`config.mk`:
```
export PLATFORM = sky130hd
export DESIGN_NAME = countdown_timer
export DESIGN_NICKNAME = d
export VERILOG_FILES = /design/src/rtl/countdown_timer.sv
export SDC_FILE = /design/constraint.sdc
export NUM_CORES = 1
export LEC_CHECK = 0
export ABC_AREA = 1
export CAP_MARGIN = 20
export CORE_MARGIN = 3
export CORE_UTILIZATION = 27
export CTS_CLUSTER_DIAMETER = 120
export DETAILED_ROUTE_END_ITERATION = 7
export DONT_BUFFER_PORTS = 1
export PLACE_DENSITY = 0.48
export SYNTH_ARGS = -nofsm -noshare
export SYNTH_HDL_FRONTEND = slang
export SYNTH_SLANG_ARGS = --single-unit
```
`constraint.sdc`:
```
create_clock -name clk -period 1.95 [get_ports clk]
set_input_delay 0.2925 -clock clk [delete_from_list [all_inputs] [get_ports clk]]
set_output_delay 0.2925 -clock clk [all_outputs]
set_load 0.005 [all_outputs]
```
`src/rtl/countdown_timer.sv`:
```
// ---------------------------------------------------------------------------
// countdown_timer
//
// Purpose
//   Loadable down-counter/timer with start/stop/pause control and a one-clock
//   done pulse. Software loads a count and the block counts down to zero on
//   qualified ticks. The tick input comes from an external prescaler; tie it
//   to 1 to count once per clock. Optional auto-reload turns the block into a
//   periodic event generator.
//
// Parameters
//   WIDTH        width of count, load_val and the internal reload register
//
// Ports
//   clk          in   1      system clock, rising edge
//   reset_n      in   1      reset, asynchronous assert, active low
//   start        in   1      load load_val and begin counting (level, sampled each clk)
//   stop         in   1      abort: return to IDLE, count cleared, no done
//   pause        in   1      level: hold count while high (RUN <-> HOLD)
//   tick         in   1      decrement enable (one decrement per clk with tick=1)
//   auto_reload  in   1      1: reload from reload register on expiry and keep running
//   load_val     in   WIDTH  initial/reload count, captured on an accepted start
//   count        out  WIDTH  current count value (registered)
//   busy         out  1      high in RUN or HOLD (registered)
//   done         out  1      one-clock registered pulse on expiry
//
// Per-edge priority: stop > start > pause > tick.
// ---------------------------------------------------------------------------
module countdown_timer #(
    parameter int WIDTH = 8
) (
    input  logic             clk,
    input  logic             reset_n,
    input  logic             start,
    input  logic             stop,
    input  logic             pause,
    input  logic             tick,
    input  logic             auto_reload,
    input  logic [WIDTH-1:0] load_val,
    output logic [WIDTH-1:0] count,
    output logic             busy,
    output logic             done
);

    typedef enum logic [1:0] {
        IDLE = 2'd0,
        RUN  = 2'd1,
        HOLD = 2'd2
    } state_t;

    localparam logic [WIDTH-1:0] ONE = WIDTH'(1);

    state_t           state_reg;
    logic [WIDTH-1:0] count_reg;
    logic [WIDTH-1:0] reload_reg;
    logic             busy_reg;
    logic             done_reg;

    // Expiry is detected on the value 1 rather than 0 so that the edge which
    // consumes the last tick is also the edge that raises done and lands the
    // count on 0 (or the reload value). A zero count in RUN never occurs.
    logic load_is_zero;
    logic at_last;

    assign load_is_zero = (load_val == '0);
    assign at_last      = (count_reg == ONE);

    always_ff @(posedge clk or negedge reset_n) begin
        if (!reset_n) begin
            state_reg  <= IDLE;
            count_reg  <= '0;
            reload_reg <= '0;
            busy_reg   <= 1'b0;
            done_reg   <= 1'b0;
        end else begin
            // done is a pulse: cleared every edge unless expiry sets it below.
            done_reg <= 1'b0;

            if (stop) begin
                // Abort from any state; no done for an aborted run.
                state_reg <= IDLE;
                busy_reg  <= 1'b0;
                count_reg <= '0;
            end else if (start) begin
                // Fresh start or restart from RUN/HOLD: same handling.
                count_reg  <= load_val;
                reload_reg <= load_val;
                if (load_is_zero) begin
                    // Zero-length timer expires immediately without running.
                    state_reg <= IDLE;
                    busy_reg  <= 1'b0;
                    done_reg  <= 1'b1;
                end else begin
                    state_reg <= RUN;
                    busy_reg  <= 1'b1;
                end
            end else begin
                case (state_reg)
                    IDLE: begin
                        // tick and pause have no effect while idle.
                        state_reg <= IDLE;
                    end

                    RUN: begin
                        if (pause) begin
                            state_reg <= HOLD;
                        end else if (tick) begin
                            if (at_last) begin
                                done_reg <= 1'b1;
                                if (auto_reload) begin
                                    count_reg <= reload_reg;
                                end else begin
                                    count_reg <= '0;
                                    state_reg <= IDLE;
                                    busy_reg  <= 1'b0;
                                end
                            end else if (count_reg != '0) begin
                                // Guarded so the counter can never wrap.
                                count_reg <= count_reg - ONE;
                            end
                        end
                    end

                    HOLD: begin
                        // Leaving HOLD consumes the edge; the first decrement
                        // after resuming happens on the following tick.
                        if (!pause) begin
                            state_reg <= RUN;
                        end
                    end

                    default: begin
                        // Unreachable encoding: recover to a clean idle.
                        state_reg <= IDLE;
                        busy_reg  <= 1'b0;
                        count_reg <= '0;
                    end
                endcase
            end
        end
    end

    assign count = count_reg;
    assign busy  = busy_reg;
    assign done  = done_reg;

endmodule

```
=== Word level (Yosys, flattened, before mapping) ===
Cells that the tools add are included.

* Register bits after elaboration: 20
* Bits of input ports: 15
* Output and inout port bits: 10
* Logic and storage cells: 60

* $add $sub $neg: 1
* Equal/unequal tests: 13
* Mux-type cells: 32
* Bitwise gates (word level): 1
* Reduce and logical (&&, ||, !) cells: 8

{| class="wikitable"
|+ Operators by type and width
! cell !! number
|-
| $mux 8 || 7
|-
| $ne 4x4->1 const B || 5
|-
| $ne 5x5->1 const B || 4
|-
| $pmux 8 s2 || 1
|-
| $mux 1 || 15
|-
| $mux 2 || 7
|-
| $eq 8x1->1 const B || 1
|-
| $logic_not 8->1 || 1
|-
| $reduce_and 4->1 || 2
|-
| $reduce_bool 8->1 || 1
|-
| $sub 8x1->8 const B || 1
|-
| $reduce_and 5->1 || 1
|-
| $pmux 2 s2 || 1
|-
| $ne 3x1->1 const B || 1
|-
| $eq 2x1->1 const B || 1
|-
| $eq 2x2->1 const B || 1
|-
| $logic_not 2->1 || 1
|-
| $pmux 1 s2 || 1
|-
| $reduce_and 2->1 || 1
|-
| $reduce_or 2->1 || 1
|-
| $not 1->1 || 1
|}

=== Logic depth before layout (Yosys ltp) ===
Gate-level depths: netlist of the first run.

* Depth after elaboration: 8
* Mapped depth: 12
* Gate-level depth less buffers: 11

=== Worst setup path after synthesis of the first run ===
Ideal clock, no wire load.

* Path type: reg2reg
* Start: register count_reg[0] (netlist: count[0])
* End: register count_reg[6] (netlist: count[6])
* Setup time: 0.117 ns
* Arrival: 1.387 ns
* Required time: 1.833 ns
* Slack: 0.446 ns
* Stages on the path, launching flop included: 10
* Buffers on the path: 0
* Period minus slack after synthesis: 1.504 ns
* Cells stage by stage: dfrtp_1 inv_1 ha_1 nand2_1 nor2_1 nand3_2 nand2_2 inv_2 nor2_1 nor2_1

* Cells in the longest elaborated chain, start to end: 8
* Elaborated cells between the ends (all ways): 12
* Classes of those cells: 1 x add/sub; 2 x eq/ne; 7 x mux; 2 x reduce/logical

{| class="wikitable"
|+ Ends and longest elaborated chain
! what !! line !! source
|-
| from (decl) || 54 || <nowiki>logic [WIDTH-1:0] count_reg;</nowiki>
|-
| from (signal assigned) || 86 || <nowiki>count_reg <= load_val;</nowiki>
|-
| from (signal assigned) || 111 || <nowiki>count_reg <= reload_reg;</nowiki>
|-
| from (signal assigned) || 119 || <nowiki>count_reg <= count_reg - ONE;</nowiki>
|-
| $sub 8x1->8 || 119 ||
|-
| $mux 8 || 117 || <nowiki>end else if (count_reg != '0) begin</nowiki>
|-
| $mux 8 || 108 || <nowiki>if (at_last) begin</nowiki>
|-
| $mux 8 || 107 || <nowiki>end else if (tick) begin</nowiki>
|-
| $mux 8 || 105 || <nowiki>if (pause) begin</nowiki>
|-
| $pmux 8 s2 || 98 || <nowiki>case (state_reg)</nowiki>
|-
| $mux 8 || 84 || <nowiki>end else if (start) begin</nowiki>
|-
| $mux 8 || 79 || <nowiki>if (stop) begin</nowiki>
|}

Parallel ways exist; a longest one is shown, timed or not. The select of a mux whose other input is x is not followed.
A chain may end at the register's enable or synchronous reset.

=== Worst setup path after layout of the first run ===
Ends and elaborated chain as after synthesis.

==> results_dict.tcl, run 1 <==
set metrics [dict create \
    run_status "complete, no violations" \
    route.detailed.drc 0 \
    final_period_util_pct 88.0 \
    root_buffer_master "clkbuf_8" \
    cellLeakagePower_nw 0.782 \
    route.met3.wl_um 254 \
    vdd_ir_drop_max_v 0.000319 \
    h_tree_depth 1 \
    netlist-cell-type-count 22 \
    power_per_cell_area_nw_per_um2 737 \
    fin_crit_ns 1.72 \
    seq_area_frac_synth_pct 37.1 \
    postSynthRegisterBits 20 \
    critical_path.startpoint_type "register" \
    gr-total-overflow 0 \
    arrival_ns 1.87 \
    gpl.final_weighted_congestion 0.749 \
    syn_to_final_growth_pct 10.0 \
    worst_hold_path.num_cells 2 \
    post-synth-top-area-cell "dfrtp_1" \
    routedLengthMet1_um 1650 \
    crit-reg2reg-capture "count[6]$_DFFE_PN0P_" \
    worstSetupPathType "register to register" \
    postSynthNetCount 216 \
    postPlaceCellArea_sq_um 1420 \
    grt_first_pass_wirelength_um 5650 \
    number_of_standard_cells_in_the_final_layout_excluding_fillers 268 \
    first_iter_violations 49 \
    via_total_after_detailed_routing 1177 \
    post-place-ws_ns 0.246 \
    grt_setup_unrepaired "false" \
    synth-warning-count 0 \
    totalNegativeSetupSlack_ns 0 \
    cp.required_ns 2.10 \
    netlist_top_cells_area "dfrtp_1, nand2_1, nand3_1" \
    timing.final.hold_violations 0 \
    setup_viol 0 \
    placementRows 25 \
    postCtsSetupRepairBufs 0 \
    detail-route-antenna-nets 0 \
    routedWlPerCell_um 12.5 \
    numPortBuffers 0 \
    reg2reg_from "count[0]$_DFFE_PN0P_" \
    die_h_um 76.7 \
    top_layer_used "met4" \
    finalInstanceArea_sq_um 1480 \
    cts-buffers-inserted 3 \
    clk_pin_slew_worst_paths_ns 0.08 \
    grt_util_all_layers_pct 12.0 \
    maxClockFrequency_ghz 0.583 \
    post_route_cells_drive_above_1_share_pct 12.4 \
    vias_per_cell 4.39 \
    worst_pin_slew_ns 0.464 \
    grt_start_max_net_pins 21 \
    worst_hold_startpoint "load_val[4]" \
    timing.reg2reg.setup_slack_ns 0.23 \
    detailed_place_hpwl_um 2630 \
    worstSkewPairLatency_ns 0.26 \
    initial_core_utilization_pct 28.2 \
    routed_wirelength_um 3360 \
    drv_slew 0 \
    antenna_found_initial 0 \
    die_footprint_sq_um 5880 \
    hold_end "reload_reg[4]$_DFFE_PN0P_" \
    hp-class "input port to register" \
    netlist.area_leader.share_pct 37.1 \
    cp-end-kind "register" \
    firstDrtPassIters 4 \
    ctsHoldBuffers 1 \
    core_area_sq_um 4790 \
    post_cts_resize_count 0 \
    placed_cells_incl_taps 263 \
    fp.dieW_um 76.7 \
    netlist_instances 197 \
    tritoncts "done" \
    critical_path_peak_fanout 10 \
    fin_ws_ns 0.234 \
    final.setup_skew_ns 0.00175 \
    worst_slew_margin_rel_pct 69.0 \
    synth.avg_cell_area_sq_um 6.85 \
    r2r.worst_path.cells 9 \
    final_net_count 222 \
    met2WireLength_um 1420 \
    insertedDiodeCount 0 \
    max-cap-violations 0 \
    ctsLongestPathBuffers 2 \
    first_global_vias 1175 \
    top_level_ports 25 \
    post_synth_instance_area_sq_um 1350 \
    tritoncts_num_sinks 20 \
]
cell usage in the layout, fill, tap and decap left out:
| cell | netlist | final |
|---|---|---|
| nand2_2 | 5 | 5 |
| clkbuf_8 | 0 | 3 |
| inv_1 | 15 | 15 |
| nor2_1 | 19 | 19 |
| o21ai_0 | 3 | 3 |
| dfrtp_1 | 20 | 20 |
| nand2_1 | 83 | 83 |
| inv_2 | 4 | 4 |
| a21oi_1 | 2 | 2 |
| nand3_1 | 18 | 18 |
| nor2_4 | 3 | 3 |
| inv_4 | 2 | 2 |
| xor2_1 | 1 | 1 |
| ha_1 | 4 | 4 |
| buf_6 | 1 | 1 |
| dlygate4sd3_1 | 0 | 1 |
| nand2_4 | 1 | 1 |
| o21ai_1 | 5 | 5 |
| nand2_8 | 1 | 1 |
| nand3_2 | 2 | 2 |
| nor2_2 | 3 | 3 |
| nand4_1 | 3 | 3 |
| xnor2_1 | 1 | 1 |
| o32ai_1 | 1 | 1 |
per-stage QoR:
step	hold slack (ns)	power [mW]	util, %
floorplan	-0.00309	0.747	-
finish	0.179	1.09	31.0
CTS	0.173	1.11	30.8
global placement	-0.00245	0.816	29.7
global route	0.178	1.18	31.0
detailed placement	-0.00244	0.812	29.7
power by group:
| part | switching [mW] | internal (mW) |
|---|---|---|
| logic | 0.196 | 0.107 |
| registers | 0.0509 | 0.459 |
| clock network | 0.143 | 0.138 |
| total | 0.390 | 0.704 |
cell families (layout without fill, tap and decap cells):
family,after synthesis,in the layout,synth area share [%]
simple gates,138,138,46.5
buf+inv,22,26,7.05
flops,20,20,37.1
compound gates,11,11,4.36
fa+ha+maj,4,4,3.71
xor+xnor,2,2,1.30
synth_stat cells, drive strengths merged:
| cell | number |
|---|---|
| inv | 21 |
| o32ai | 1 |
| o21ai | 8 |
| dfrtp | 20 |
| xnor2 | 1 |
| xor2 | 1 |
| nor2 | 25 |
| buf | 1 |
| nand2 | 90 |
| ha | 4 |
| nand4 | 3 |
| a21oi | 2 |
| nand3 | 20 |
worst max-delay path by stage:
stage                                    start                   end  slack (ns)  depth (start not counted)
final                     count[0]$_DFFE_PN0P_  count[6]$_DFFE_PN0P_        0.23                          9
after detailed placement  count[0]$_DFFE_PN0P_  count[6]$_DFFE_PN0P_        0.25                          9
after floorplan           count[0]$_DFFE_PN0P_  count[6]$_DFFE_PN0P_        0.45                          9
after CTS                 count[0]$_DFFE_PN0P_  count[6]$_DFFE_PN0P_        0.23                          9
after global placement    count[0]$_DFFE_PN0P_  count[6]$_DFFE_PN0P_        0.24                          9
after global routing      count[0]$_DFFE_PN0P_  count[6]$_DFFE_PN0P_        0.03                          9
critical path, stage by stage, from the launching register on:
cell and delay (ns):
dfrtp_1 0.46, inv_1 0.19, ha_1 0.25, nand2_1 0.10, nor2_1 0.14, nand3_2 0.12, nand2_2 0.12, inv_2 0.09
nor2_1 0.09, nor2_1 0.05
routing by layer:
metal	global-route usage, %	up-vias
met4	2.72	0
met1	16.7	518
met3	4.34	2
li1	-	629
met2	17.8	28
met5	0	-
layout make-up:
type / instances / area (sq um)
clock buffer: 3 / 41.3
fill: 535 / 3300
inverter: 21 / 83.8
multi-input combinational: 155 / 753
sequential: 20 / 500
tap: 67 / 83.8
timing repair buffer: 2 / 21.3
(Power assumes the default switching activity.)
==> run 2: changes to the inputs <==
--- a/config.mk
+++ b/config.mk
@@ -7,7 +7,7 @@
 export LEC_CHECK = 0
 export ABC_AREA = 1
 export CAP_MARGIN = 20
-export CORE_MARGIN = 3
+export CORE_MARGIN = 2
 export CORE_UTILIZATION = 27
 export CTS_CLUSTER_DIAMETER = 120
 export DETAILED_ROUTE_END_ITERATION = 7
==> results_dict.tcl, run 2 (synthesis results as in run 1) <==
set metrics [dict create \
    run_status "complete, no violations" \
    worst_pin_slew_ns 0.540 \
    critical_path.startpoint_type "register" \
    fp.dieW_um 74.7 \
    final_period_util_pct 84.8 \
    via_total_after_detailed_routing 1154 \
    grt_use_met2_pct 20.3 \
    gr-total-overflow 0 \
    grt_setup_unrepaired "false" \
    numPortBuffers 0 \
    setup_viol 0 \
    grt_busiest_layer "met2" \
    grt_start_max_net_pins 21 \
    multiInputGateArea_sq_um 753 \
    postLayoutCoreUtil_pct 31.1 \
    clk_pin_slew_worst_paths_ns 0.07 \
    fin_hold_ws_ns 0.178 \
    insertedDiodeCount 0 \
    gpl.final_weighted_congestion 0.735 \
    power_per_cell_area_nw_per_um2 730 \
    timing.final.hold_violations 0 \
    route.detailed.drc 0 \
    first_iter_violations 53 \
    core_area_sq_um 4790 \
    leading_cell_types_in_the_layout_fill_and_taps_excluded "nand2_1, dfrtp_1, nor2_1" \
    worstSetupPathType "register to register" \
    post_route_cells_drive_above_1_share_pct 12.9 \
    cp-end-kind "register" \
    worst_slew_margin_rel_pct 63.9 \
    antenna_found_initial 0 \
    placementRows 25 \
    root_buffer_master "clkbuf_8" \
    grt_util_all_layers_pct 13.2 \
    top_level_ports 25 \
    cellLeakagePower_nw 0.783 \
    fin_total_pwr_mw 1.09 \
    hp-class "input port to register" \
    fin_crit_ns 1.65 \
    detail-route-antenna-nets 0 \
    gr-usage-met1_pct 18.9 \
    r2r.worst_path.cells 9 \
    tritoncts "done" \
    maxClockFrequency_ghz 0.604 \
    routedWlPerCell_um 12.3 \
    final.setup_skew_ns 0.00119 \
    drv_slew 0 \
    die_h_um 74.7 \
    ctsLongestPathBuffers 2 \
    worst_hold_path.num_cells 2 \
    first_global_vias 1205 \
    worstSkewPairLatency_ns 0.25 \
    final_net_count 222 \
    syn_to_final_growth_pct 10.3 \
    cts-buffers-inserted 3 \
    h_tree_depth 1 \
    grtUsageMet3_pct 2.95 \
    totalNegativeSetupSlack_ns 0 \
    critical_path_peak_fanout 10 \
    final-seq-area_sq_um 500 \
    firstDrtPassIters 4 \
    vias_per_cell 4.31 \
    arrival_ns 1.81 \
    postCtsSetupRepairBufs 0 \
    tritoncts_num_sinks 20 \
    grt_first_pass_wirelength_um 5620 \
    postPlaceCellArea_sq_um 1420 \
    max-cap-violations 0 \
    layout_commonest_cell "nand2_1" \
    cp.required_ns 2.10 \
    initial_core_utilization_pct 28.2 \
    finalInstanceArea_sq_um 1490 \
    routed_wirelength_um 3300 \
    vdd_ir_drop_max_v 0.000208 \
    fill_cells 531 \
    die_footprint_sq_um 5580 \
    detailed_place_hpwl_um 2620 \
]
-- run 2: path summary, 6_finish.rpt --
path / from / to / slack [ns]
worst min-delay path: load_val[7] / reload_reg[7]$_DFFE_PN0P_ / 0.18
worst max register to register: count[0]$_DFFE_PN0P_ / count[6]$_DFFE_PN0P_ / 0.30
max in group asynchronous: reset_n / count[3]$_DFFE_PN0P_ / 1.03
worst min register to register: reload_reg[4]$_DFFE_PN0P_ / reload_reg[4]$_DFFE_PN0P_ / 0.48
worst max-delay path: count[0]$_DFFE_PN0P_ / count[6]$_DFFE_PN0P_ / 0.30
min in group asynchronous: reset_n / state_reg[0]$_DFFE_PN0P_ / 0.45
-- run 2: per-stage QoR --
stage | setup slack, ns | std cells
after floorplan | 0.446 | 197
after global placement | 0.238 | 263
after detailed placement | 0.229 | 263
after CTS | 0.206 | 267
after global routing | 0.0613 | 268
final | 0.296 | 268
-- run 2: report_power, final --
part | switching [mW] | total (mW) | internal, mW | leakage, nW
Clock | 0.136 | 0.274 | 0.137 | 0.0216
Combinational | 0.194 | 0.302 | 0.108 | 0.504
Sequential | 0.0517 | 0.510 | 0.459 | 0.258
Total | 0.382 | 1.09 | 0.704 | 0.783
-- run 2: routing by layer --
layer,share of wire (%),routed length [um],vias to the layer above
li1,-,-,624
met1,50,1630,506
met2,44,1450,22
met3,5.7,188,2
met4,0.67,22,0
met5,0,0,-
-- run 2: layout make-up --
type                    instances  share of cell area, %
well taps                      67                   5.63
repair buffers                  2                   1.68
clock buffers                   3                   2.78
multi-input cells             155                   50.6
inverters                      21                   5.63
flip-flops and latches         20                   33.6
-- run 2: what timing repair did --
action / CTS / global route
hold endpoints to repair: 20 / 0
hold buffers: 1 / 0
gates resized for setup: 0 / 1
setup endpoints to repair: 0 / 1
-- run 2: critical path: stages, from the launching register on --
cell,delay (ns)
dfrtp_1,0.46
inv_2,0.13
ha_1,0.23
nand2_1,0.10
nor2_1,0.14
nand3_2,0.12
nand2_2,0.12
inv_2,0.09
nor2_1,0.09
nor2_1,0.05
